`src/rtl/count_display_driver.sv`:
```
// Stopwatch count display: shift-add-3 binary-to-BCD conversion feeding a
// multiplexed, active-low 4-digit seven-segment scan with leading-zero blanking.
//
// state | meaning
// IDLE  | waiting for count to differ from the last converted value
// SHIFT | eight adjust-and-shift steps of the double-dabble loop
// DONE  | publish the converted digits and drop busy
module count_display_driver #(
    parameter int REFRESH_DIV = 5000,
    parameter bit BLANK_LZ    = 1'b1
) (
    input  logic        clk,
    input  logic        reset,
    input  logic [7:0]  count,
    output logic [11:0] bcd,
    output logic        busy,
    output logic [3:0]  an,
    output logic [6:0]  seg,
    output logic        dp
);

    localparam int CW = (REFRESH_DIV > 2) ? $clog2(REFRESH_DIV) : 1;
    localparam logic [CW-1:0] REFRESH_LAST = CW'(REFRESH_DIV - 1);

    typedef enum logic [1:0] {IDLE, SHIFT, DONE} state_t;

    state_t      state, state_next;
    logic [7:0]  bin_last;
    logic [7:0]  bin_sr;
    logic [11:0] bcd_work;
    logic [11:0] bcd_adj;
    logic [2:0]  iter;
    logic        load, shift_en, publish;

    logic [CW-1:0] refresh_cnt;
    logic [1:0]    digit_idx;
    logic [3:0]    nib;
    logic          lit;
    logic [3:0]    an_next;
    logic [6:0]    seg_next;

    function automatic logic [6:0] seg_code(input logic [3:0] d);
        case (d)
            4'd0:    seg_code = 7'b1000000;
            4'd1:    seg_code = 7'b1111001;
            4'd2:    seg_code = 7'b0100100;
            4'd3:    seg_code = 7'b0110000;
            4'd4:    seg_code = 7'b0011001;
            4'd5:    seg_code = 7'b0010010;
            4'd6:    seg_code = 7'b0000010;
            4'd7:    seg_code = 7'b1111000;
            4'd8:    seg_code = 7'b0000000;
            4'd9:    seg_code = 7'b0010000;
            default: seg_code = 7'b1111111;
        endcase
    endfunction

    always_ff @(posedge clk) begin
        if (reset) state <= IDLE;
        else       state <= state_next;
    end

    always_comb begin
        state_next = state;
        case (state)
            IDLE:    if (count != bin_last) state_next = SHIFT;
            SHIFT:   if (iter == 3'd7) state_next = DONE;
            DONE:    state_next = IDLE;
            default: state_next = IDLE;
        endcase
    end

    always_comb begin
        load     = 1'b0;
        shift_en = 1'b0;
        publish  = 1'b0;
        case (state)
            IDLE:    load = (count != bin_last);
            SHIFT:   shift_en = 1'b1;
            DONE:    publish = 1'b1;
            default: ;
        endcase
    end

    always_comb begin
        bcd_adj = bcd_work;
        for (int i = 0; i < 3; i++) begin
            if (bcd_work[4*i +: 4] >= 4'd5)
                bcd_adj[4*i +: 4] = bcd_work[4*i +: 4] + 4'd3;
        end
    end

    // bcd only changes in DONE, so a half-converted value is never visible
    always_ff @(posedge clk) begin
        if (reset) begin
            bin_last <= 8'd0;
            bin_sr   <= 8'd0;
            bcd_work <= 12'h000;
            iter     <= 3'd0;
            bcd      <= 12'h000;
            busy     <= 1'b0;
        end else begin
            if (load) begin
                bin_sr   <= count;
                bin_last <= count;
                bcd_work <= 12'h000;
                iter     <= 3'd0;
                busy     <= 1'b1;
            end
            if (shift_en) begin
                {bcd_work, bin_sr} <= {bcd_adj[10:0], bin_sr, 1'b0};
                iter               <= iter + 3'd1;
            end
            if (publish) begin
                bcd  <= bcd_work;
                busy <= 1'b0;
            end
        end
    end

    always_comb begin
        nib = bcd[3:0];
        lit = 1'b1;
        case (digit_idx)
            2'd0: nib = bcd[3:0];
            2'd1: begin
                nib = bcd[7:4];
                lit = !(BLANK_LZ && bcd[11:8] == 4'd0 && bcd[7:4] == 4'd0);
            end
            2'd2: begin
                nib = bcd[11:8];
                lit = !(BLANK_LZ && bcd[11:8] == 4'd0);
            end
            default: lit = 1'b0;
        endcase
        an_next  = lit ? ~(4'b0001 << digit_idx) : 4'b1111;
        seg_next = lit ? seg_code(nib) : 7'b1111111;
    end

    always_ff @(posedge clk) begin
        if (reset) begin
            refresh_cnt <= '0;
            digit_idx   <= 2'd0;
            an          <= 4'b1110;
            seg         <= 7'b1000000;
        end else begin
            if (refresh_cnt == REFRESH_LAST) begin
                refresh_cnt <= '0;
                digit_idx   <= digit_idx + 2'd1;
            end else begin
                refresh_cnt <= refresh_cnt + 1'b1;
            end
            an  <= an_next;
            seg <= seg_next;
        end
    end

    assign dp = 1'b1;

endmodule

```
`config.mk`:
```
export PLATFORM = sky130hd
export DESIGN_NAME = count_display_driver
export DESIGN_NICKNAME = d
export VERILOG_FILES = /design/src/rtl/count_display_driver.sv
export SDC_FILE = /design/constraint.sdc
export NUM_CORES = 1
export LEC_CHECK = 0
export CORE_UTILIZATION = 32
export CTS_CLUSTER_DIAMETER = 150
export DETAILED_ROUTE_END_ITERATION = 8
export PLACE_DENSITY = 0.64
export REMOVE_ABC_BUFFERS = 1
export SYNTH_ARGS = -nofsm -noshare
export SYNTH_HDL_FRONTEND = slang
export SYNTH_SLANG_ARGS = --single-unit
```
`constraint.sdc`:
```
create_clock -name clk -period 2.3 [get_ports clk]
set_clock_uncertainty 0.2 [all_clocks]
set_input_delay 0.23 -clock clk [delete_from_list [all_inputs] [get_ports clk]]
set_output_delay 0.23 -clock clk [all_outputs]
set_load 0.005 [all_outputs]
```
==> flow_summary.ini <==
[finish]
nFillCells = 995
nNetsFinal = 463
post-route-util_pct = 41.5
final_cells = 571
n_antenna_cell = 0
drive_above_1_share_pct = 10.0
areaGrowthSynthToFinish_pct = 23.5

[cts]
worst_skew_pair.late_latency_ns = 0.35
clk_pin_slew_ns = 0.09
post-cts-setup-buffers = 0
clock-sinks = 72
htreeDepth = 3
clockRootBuffer = clkbuf_8
cts_buffers = 9
cts_tree = built
cts_buffer_depth = 2

[floorplanning]
core-area_mm2 = 0.00991
initial_core_util_pct = 33.6
rows = 36
die_h_um = 104
die_x_um = 104
num_io_pins = 35
dieArea_mm2 = 0.0108

[routing]
wirelength_um = 6820
highest-signal-layer = met4
drtIter0Drc = 128
ant_nets = 0
wl_met3_um = 286
drc = 0
first_pass_iters = 4
met2_length_um = 3160
wl_per_cell_um = 11.9
viasPerCell = 4.87
wirelength_met1_um = 3300
vias = 2778

[critical_path]
cp_top_family = compound AO/OA/AOI/OAI gates
crit_chain = buf_4 > ha_2 > a22oi_1 > a21oi_2 > inv_1 > ha_1 > a211oi_1 > a211oi_1 > a31oi_1 > o21a_1
cp-startpoint = digit_idx[1]
crit_path_frequent_cell = a211oi_1
reg2regPathDepth = 10
cp-endpoint = seg[4]
cp_max_fo = 6
endpoint_kind = flip-flop
cp_slowest_stage_delay_ns = 0.33
slowest_stage = dfxtp_1
cp.depth = 10
r2r-end = seg[4]
rr_startpoint = digit_idx[1]
cp.required_ns = 2.35
crit_type = flip-flop to flip-flop
path_buf_inv = 2
startpoint_type = flip-flop
regToRegSetupSlack_ns = 0.15
arrival_ns = 2.20

[place]
portBuffers = 33
dpl.hpwl_um = 4740
pre_cts_ws_ns = 0.0136
placed_cells = 555
place.gp.congestion = 0.805

[sta]
hold_viol = 0
fmax_mhz = 465
timing.final.ws_setup_ns = 0.147
grt_setup_unrepaired = false
slew_violations = 0
fin_crit_sh_pct = 93.6
min_period_ns = 2.15
finalSetupViolations = 0

[yosys]
syn_inst = 394
ys.warnings.count = 0
ys_ff_latch = 72
netlist_area_mm2 = 0.00333
ys_seq_area_share_pct = 43.3
syn-mean-instance-area_um2 = 8.45
synth_cell_types = 40

[worst_hold_path]
holdCritPathClass = primary input to flip-flop
holdPathStages = 2

[run]
max-cap-violations = 0

[global_routing]
grt_antenna_before_repair = 0
overflow = 0
grt_usage_pct = 13.0
grt_max_degree = 44
grt_pass1_wl_um = 11600
grt_pass1_vias = 2593

[power]
ir_drop_v = 0.000308
powerDensity_mw_per_mm2 = 635
total_leakage_power_nw = 1.48

[outcome]
status = complete, no violations
sequential cells by signal, summed over array words and instances (netlist names):
register,count
an,4
bcd,12
bcd_work,12
bin_last,8
bin_sr,8
busy,1
digit_idx,2
iter,3
refresh_cnt,13
seg,7
state,2
layer usage:
| metal | vias up | track usage (%) |
|---|---|---|
| met5 | - | 0 |
| met4 | 0 | 4.69 |
| met3 | 10 | 3.95 |
| met2 | 59 | 21.0 |
| met1 | 1284 | 16.3 |
| li1 | 1425 | - |
logic make-up after synthesis:
logic type               Yosys count  share of synthesized area [%]
AO/OA/AOI/OAI                     87                           15.7
XOR/XNOR                          24                           6.31
adder cells (fa/ha/maj)           20                           7.52
buffers and inverters             32                           4.58
flip-flops                        72                           43.3
multiplexers                       5                           1.50
other                              1                          0.113
AND/OR/NAND/NOR                  153                           21.0
cell usage in the layout, fill, tap and decap left out, types with 2 or more instances in the layout:
cell / instances
dfxtp_1: 71
nand2_1: 60
a21oi_1: 42
nor2_1: 35
clkdlybuf4s50_1: 32
nand3_1: 29
ha_1: 17
xnor2_1: 15
a31oi_1: 13
buf_4: 13
inv_1: 10
xor2_1: 9
clkbuf_8: 9
nand2b_1: 8
o21ai_0: 8
o211ai_1: 7
mux2i_1: 5
nor3_1: 4
a22oi_1: 3
nand4_2: 3
and3_1: 3
a211oi_1: 3
a21o_1: 3
clkinvlp_4: 3
inv_2: 2
a21oi_2: 2
nor2b_1: 2
and2_1: 2
nand4_1: 2
or3_1: 2
ha_4: 2
bufinv_16: 2
buf_12: 2
power by group:
| part | total [mW] | switching (mW) | internal [mW] |
|---|---|---|---|
| Combinational | 0.186 | 0.107 | 0.0797 |
| Sequential | 1.30 | 0.0200 | 1.28 |
| Clock | 1.13 | 0.507 | 0.621 |
| Total | 2.61 | 0.634 | 1.98 |
synthesized netlist by cell type (all sizes together):
library cell  count  area share (%)
dfxtp            72              43
nand2            60             6.8
a21oi            44             6.7
nor2             35             3.9
nand3            29             4.4
ha               20             7.5
xnor2            15             3.9
a31oi            13             2.4
clkbuf           12             1.4
inv              12             1.4
o21ai             9             1.7
xor2              9             2.4
buf               8             1.9
nand2b            8             1.5
o211ai            7             1.6
mux2i             5             1.5
nand4             5             1.5
nor3              4            0.60
a211oi            3            0.68
a21o              3            0.68
a22oi             3            0.68
and3              3            0.56
and2              2            0.38
nor2b             2            0.38
or3               2            0.38
a211o             1            0.26
a22o              1            0.26
conb              1            0.11
nor4              1            0.19
o21a              1            0.23
o21bai            1            0.23
o41ai             1            0.26
or2               1            0.19
or4               1            0.23
stage by stage:
stage | cell area, µm² | hold slack (ns) | power (mW) | setup TNS, ns
2_1_floorplan | 3220 | 0.0967 | 1.42 | -0.0971
3_3_place_gp | 3850 | 0.233 | 1.51 | 0
3_5_place_dp | 3850 | 0.240 | 1.51 | 0
4_1_cts | 4080 | 0.0321 | 2.64 | 0
5_1_grt | 4110 | 0.0745 | 2.72 | 0
6_report | 4110 | 0.0470 | 2.61 | 0
timing repair:
action                     4_1_cts  5_1_grt
pin swaps                        0        1
gates resized for setup          1        9
hold buffers                     0        0
setup endpoints to repair        1        7
worst min-delay path by stage:
stage	from	endpoint
after floorplan	reset	an[0]
after global placement	refresh_cnt[0]	refresh_cnt[0]
after detailed placement	refresh_cnt[0]	refresh_cnt[0]
after CTS	reset	bcd_work[8]
after global routing	reset	bcd[8]
final	reset	bcd_work[8]
final cells by class:
type	instances	area (µm²)	share of cell area (%)
Inverter	12	45.0	1.10
Tap cell	133	166	4.05
Clock inverter	7	103	2.49
Timing Repair Buffer	48	463	11.3
Clock buffer	9	124	3.01
Multi-Input combinational cell	290	1770	43.0
Sequential cell	72	1450	35.1
Power figures use the tool's default switching activity.
